[config.mk]
export PLATFORM = sky130hd
export DESIGN_NAME = mem_arbiter
export DESIGN_NICKNAME = d
export VERILOG_FILES = /design/src/rtl/mem_arbiter_pkg.sv /design/src/rtl/mem_arbiter_rr_arb2.sv /design/src/rtl/mem_arbiter.sv
export SDC_FILE = /design/constraint.sdc
export NUM_CORES = 1
export LEC_CHECK = 0
export CORE_MARGIN = 5
export CORE_UTILIZATION = 63
export DETAILED_ROUTE_END_ITERATION = 10
export DONT_BUFFER_PORTS = 1
export GPL_ROUTABILITY_DRIVEN = 0
export PLACE_DENSITY_LB_ADDON = 0.3
export SYNTH_ARGS = -nofsm -noshare
export SYNTH_HDL_FRONTEND = slang
export SYNTH_SLANG_ARGS = --single-unit
export TNS_END_PERCENT = 1
[constraint.sdc]
create_clock -name clk -period 4.82 [get_ports clk]
set_clock_uncertainty 0.05 [all_clocks]
set_input_delay 0.723 -clock clk [delete_from_list [all_inputs] [get_ports clk]]
set_output_delay 0.723 -clock clk [all_outputs]
set_load 0.01 [all_outputs]
[src/rtl/mem_arbiter_pkg.sv]
// Shared types and constants for the fetch/data memory arbiter.
package mem_arbiter_pkg;

    typedef enum logic [1:0] {
        ST_IDLE  = 2'd0,
        ST_ISSUE = 2'd1,
        ST_WAIT  = 2'd2,
        ST_DONE  = 2'd3
    } state_t;

    localparam logic OWN_IF = 1'b0;
    localparam logic OWN_D  = 1'b1;

    // Wide enough for MEM_LAT-1 with MEM_LAT up to 15.
    localparam int unsigned CNT_W = 4;

endpackage

[src/rtl/mem_arbiter_rr_arb2.sv]
// Two-way combinational round-robin arbiter between the fetch and data ports.
module rr_arb2
    import mem_arbiter_pkg::*;
(
    input  logic req_if,
    input  logic req_d,
    input  logic last_owner,
    input  logic enable,
    output logic gnt_if,
    output logic gnt_d
);

    // On a tie the port that did not win last time is granted.
    always_comb begin
        gnt_if = 1'b0;
        gnt_d  = 1'b0;
        if (enable) begin
            if (req_if && req_d) begin
                if (last_owner == OWN_D) begin
                    gnt_if = 1'b1;
                end else begin
                    gnt_d = 1'b1;
                end
            end else begin
                gnt_if = req_if;
                gnt_d  = req_d;
            end
        end
    end

endmodule

[src/rtl/mem_arbiter.sv]
// Shares one single-ported fixed-latency memory between the CPU fetch and data ports.
module mem_arbiter
    import mem_arbiter_pkg::*;
#(
    parameter int unsigned ADDR_W  = 32,
    parameter int unsigned DATA_W  = 32,
    parameter int unsigned MEM_LAT = 1
) (
    input  logic              clk,
    input  logic              reset,
    input  logic              if_req,
    input  logic [ADDR_W-1:0] if_addr,
    output logic [DATA_W-1:0] if_rdata,
    output logic              if_ready,
    input  logic              d_req,
    input  logic              d_we,
    input  logic [ADDR_W-1:0] d_addr,
    input  logic [DATA_W-1:0] d_wdata,
    output logic [DATA_W-1:0] d_rdata,
    output logic              d_ready,
    output logic              mem_en,
    output logic              mem_we,
    output logic [ADDR_W-1:0] mem_addr,
    output logic [DATA_W-1:0] mem_wdata,
    input  logic [DATA_W-1:0] mem_rdata,
    output logic              busy
);

    state_t           state;
    state_t           next_state;
    logic [CNT_W-1:0] cnt;
    logic             last_owner;
    logic             arb_en;
    logic             arb_req_if;
    logic             arb_req_d;
    logic             gnt_if;
    logic             gnt_d;
    logic             grant;

    // Arbitrate only in IDLE and DONE; in DONE the just-served port still shows its old request.
    always_comb begin
        arb_en     = 1'b0;
        arb_req_if = if_req;
        arb_req_d  = d_req;
        case (state)
            ST_IDLE: arb_en = 1'b1;
            ST_DONE: begin
                arb_en = 1'b1;
                if (last_owner == OWN_IF) begin
                    arb_req_if = 1'b0;
                end else begin
                    arb_req_d = 1'b0;
                end
            end
            default: arb_en = 1'b0;
        endcase
    end

    rr_arb2 u_rr_arb2 (
        .req_if     (arb_req_if),
        .req_d      (arb_req_d),
        .last_owner (last_owner),
        .enable     (arb_en),
        .gnt_if     (gnt_if),
        .gnt_d      (gnt_d)
    );

    assign grant = gnt_if | gnt_d;

    always_comb begin
        next_state = state;
        case (state)
            ST_IDLE:  if (grant) next_state = ST_ISSUE;
            ST_ISSUE: next_state = ST_WAIT;
            ST_WAIT:  if (cnt == '0) next_state = ST_DONE;
            ST_DONE:  next_state = grant ? ST_ISSUE : ST_IDLE;
            default:  next_state = ST_IDLE;
        endcase
    end

    always_ff @(posedge clk or posedge reset) begin
        if (reset) begin
            state <= ST_IDLE;
        end else begin
            state <= next_state;
        end
    end

    // Strobes are decoded from next_state so they line up with the state they belong to.
    always_ff @(posedge clk or posedge reset) begin
        if (reset) begin
            mem_en     <= 1'b0;
            mem_we     <= 1'b0;
            mem_addr   <= '0;
            mem_wdata  <= '0;
            if_ready   <= 1'b0;
            d_ready    <= 1'b0;
            if_rdata   <= '0;
            d_rdata    <= '0;
            busy       <= 1'b0;
            last_owner <= OWN_IF;
            cnt        <= '0;
        end else begin
            mem_en   <= (next_state == ST_ISSUE);
            busy     <= (next_state != ST_IDLE);
            if_ready <= (next_state == ST_DONE) && (last_owner == OWN_IF);
            d_ready  <= (next_state == ST_DONE) && (last_owner == OWN_D);

            if (gnt_d) begin
                last_owner <= OWN_D;
                mem_addr   <= d_addr;
                mem_we     <= d_we;
                mem_wdata  <= d_wdata;
            end else if (gnt_if) begin
                last_owner <= OWN_IF;
                mem_addr   <= if_addr;
                mem_we     <= 1'b0;
            end

            if (state == ST_ISSUE) begin
                cnt <= CNT_W'(MEM_LAT - 1);
            end else if (state == ST_WAIT && cnt != '0) begin
                cnt <= cnt - CNT_W'(1);
            end

            // mem_rdata is only valid in the final WAIT cycle.
            if (state == ST_WAIT && cnt == '0) begin
                if (last_owner == OWN_D) begin
                    d_rdata <= mem_rdata;
                end else begin
                    if_rdata <= mem_rdata;
                end
            end
        end
    end

endmodule

==> results.sh <==
export IMPL_netlist_area_mm2=0.00598
export IMPL_cts_clk_slew_worst_paths_ps=60
export IMPL_critPathCaptureType="flip-flop"
export IMPL_synth_edff_count=0
export IMPL_cts_max_path_buffers=2
export IMPL_start_util_pct=64.7
export IMPL_h_tree_depth=4
export IMPL_rsz0062_at_grt="no"
export IMPL_areaGrowthSynthToFinish_pct=12.0
export IMPL_grt_pass1_vias=3424
export IMPL_worstSetupPathType="reg -> reg"
export IMPL_drt_iter0_drc=128
export IMPL_tightest_slew_ps=928
export IMPL_cts_tree="built"
export IMPL_postCtsSetupBuffers=0
export IMPL_grt_max_degree=96
export IMPL_leakagePower_nw=3.01
export IMPL_fp_coreArea_mm2=0.00924
export IMPL_fin_crit_sh_pct=55.3
export IMPL_drt_wl_total_um=12300
export IMPL_cts_buffers=17
export IMPL_synth_top_area_share_pct=58.6
export IMPL_synthTopCellsByArea="dfrtp_1 59%, mux2_2 21%, mux2_4 11%, ha_1 1.3%, buf_6 1.1%"
export IMPL_ys_warn_count=0
export IMPL_start_kind="flip-flop"
export IMPL_ant_nets=0
export IMPL_dp_hpwl_um=9000
export IMPL_drtPass1Iterations=4
export IMPL_port_buffers=0
export IMPL_yosys_area_top_type="dfrtp_1"
export IMPL_synth_flop_cell="dfrtp_1"
export IMPL_whs_ps=183
export IMPL_status="finished, final reports clean"
export IMPL_cts_resized_gates=0
export IMPL_die_w_um=107
export IMPL_final_common_cell="dfrtp_1"
export IMPL_hold_buffers=0
export IMPL_max_freq_ghz=0.375
export IMPL_cts_sinks=140
export IMPL_dieHeight_um=107
export IMPL_path_max_fanout=64
export IMPL_period_needed_ps=2660
export IMPL_rrSetupSlack_ps=2160
export IMPL_cap_violations=0
export IMPL_cts_root_buffer="clkbuf_8"
export IMPL_antenna_found_initial=0
export IMPL_drc_errors=0
export IMPL_insertion_delay_ps=490
export IMPL_ys_seq_area_share_pct=58.6
export IMPL_synthArstFlopShare_pct=100
export IMPL_antenna_cells=0
export IMPL_grt_overflow_total=0
export IMPL_dr_total_vias=3030
export IMPL_critPathArrivalTime_ps=2990
export IMPL_via_per_inst=5.89
export IMPL_hold_viol_final=0
export IMPL_syn_nets=505
export IMPL_syn_avg_cell_area_um2=16.3
export IMPL_synth_seq_cells=140
export IMPL_slew_headroom_pct=38.2
export IMPL_worstHoldPathType="in -> async"
export IMPL_netlist_cell_type_count=34
export IMPL_design_die_area_mm2=0.0115
export IMPL_rows=35
export IMPL_tns_ps=0
export IMPL_final_cell_mix="140 x dfrtp_1, 110 x mux2_2, 44 x mux2_4, 16 x clkbuf_16"
export IMPL_setup_viol=0
export IMPL_grtUsageTotal_pct=21.5
export IMPL_ir_drop_v=0.000381
export IMPL_grt_pass1_wl_um=19100
export IMPL_fin_nets=511
export IMPL_top_level_ports=266
export IMPL_slew_violations=0
export IMPL_drive_above_1_share_pct=52.5
export IMPL_wl_per_cell_um=24.0
export IMPL_syn_inst=366
export IMPL_crit_required_ps=5150
export IMPL_cellPowerDensity_mw_per_mm2=837
where the power goes:
part           leakage, nW  total [W]  switching [W]  internal [W]
logic                 1.03    0.00164       0.000623       0.00102
registers             1.66    0.00252       0.000739       0.00178
clock network        0.321    0.00144       0.000485      0.000951
total                 3.01    0.00560        0.00185       0.00375
critical path, stage by stage, from the launching register on:
cell     delay (ps)
dfrtp_1         390
inv_1            80
ha_1            510
nor2b_4          90
nand2_4         680
mux2_2          420
mux2_1          290
worst paths after layout:
kind	startpoint	cells after the start	end
min in group clk	mem_rdata[26]	1	if_rdata[26]
hold / removal	reset	1	mem_wdata[15]
setup / recovery	state[0]	6	mem_addr[27]
hold reg to reg	cnt[1]	2	cnt[1]
setup reg to reg	state[0]	6	mem_addr[27]
max in group asynchronous	reset	2	last_owner
synthesized netlist by cell type, types with 2 or more instances:
library cell  instances
or2_2                 2
mux2_1                6
buf_4                 7
nand3_1               3
mux2_4               44
mux2_2              110
inv_1                 6
buf_2                 4
buf_6                 6
ha_1                  6
dfrtp_1             140
xor2_1                2
nand2_1               5
nor2_1                5
flip-flops by register name (all words and copies together) (netlist names), 2 cells and up:
register / count
cnt: 4
d_rdata: 32
if_rdata: 32
mem_addr: 32
mem_wdata: 32
state: 2
per-layer routing:
metal  GRT usage [%]  up-vias  wire [um]
met5               0        -          0
li1                -     1301          -
met4            7.12        0        157
met3            10.1       16       1480
met2            36.9      164       6520
met1            23.6     1549       4170
kinds of logic (layout without fill, tap and decap cells):
family / Yosys count / count (layout) / share of synthesized area [%]
AND/OR/NAND/NOR: 27 / 27 / 2.93
flip-flops: 140 / 140 / 58.6
buffers and inverters: 23 / 42 / 2.72
adder cells (fa/ha/maj): 6 / 6 / 1.26
AO/OA/AOI/OAI: 7 / 7 / 1.13
XOR/XNOR: 3 / 3 / 0.440
multiplexers: 160 / 160 / 32.9
metrics by stage:
stage / util [%] / area [um^2] / power, W / cells / worst slack [ps]
6_report: 72.5 / 6700 / 0.00560 / 514 / 2160
5_1_grt: 72.5 / 6700 / 0.00590 / 514 / 2000
4_1_cts: 72.5 / 6700 / 0.00567 / 514 / 2130
3_5_place_dp: 65.3 / 6040 / 0.00420 / 482 / 2130
3_3_place_gp: 65.3 / 6040 / 0.00411 / 482 / 2250
2_1_floorplan: - / 5980 / 0.00389 / 366 / 294
area by class of cell:
class,count,area (um^2)
sequential,140,3500
fill,590,2540
multi-input combinational,203,2310
clock buffer,19,422
clock inverter,13,238
tap,129,161
timing repair buffer,4,30.0
inverter,6,27.5
(Power assumes the default switching activity.)
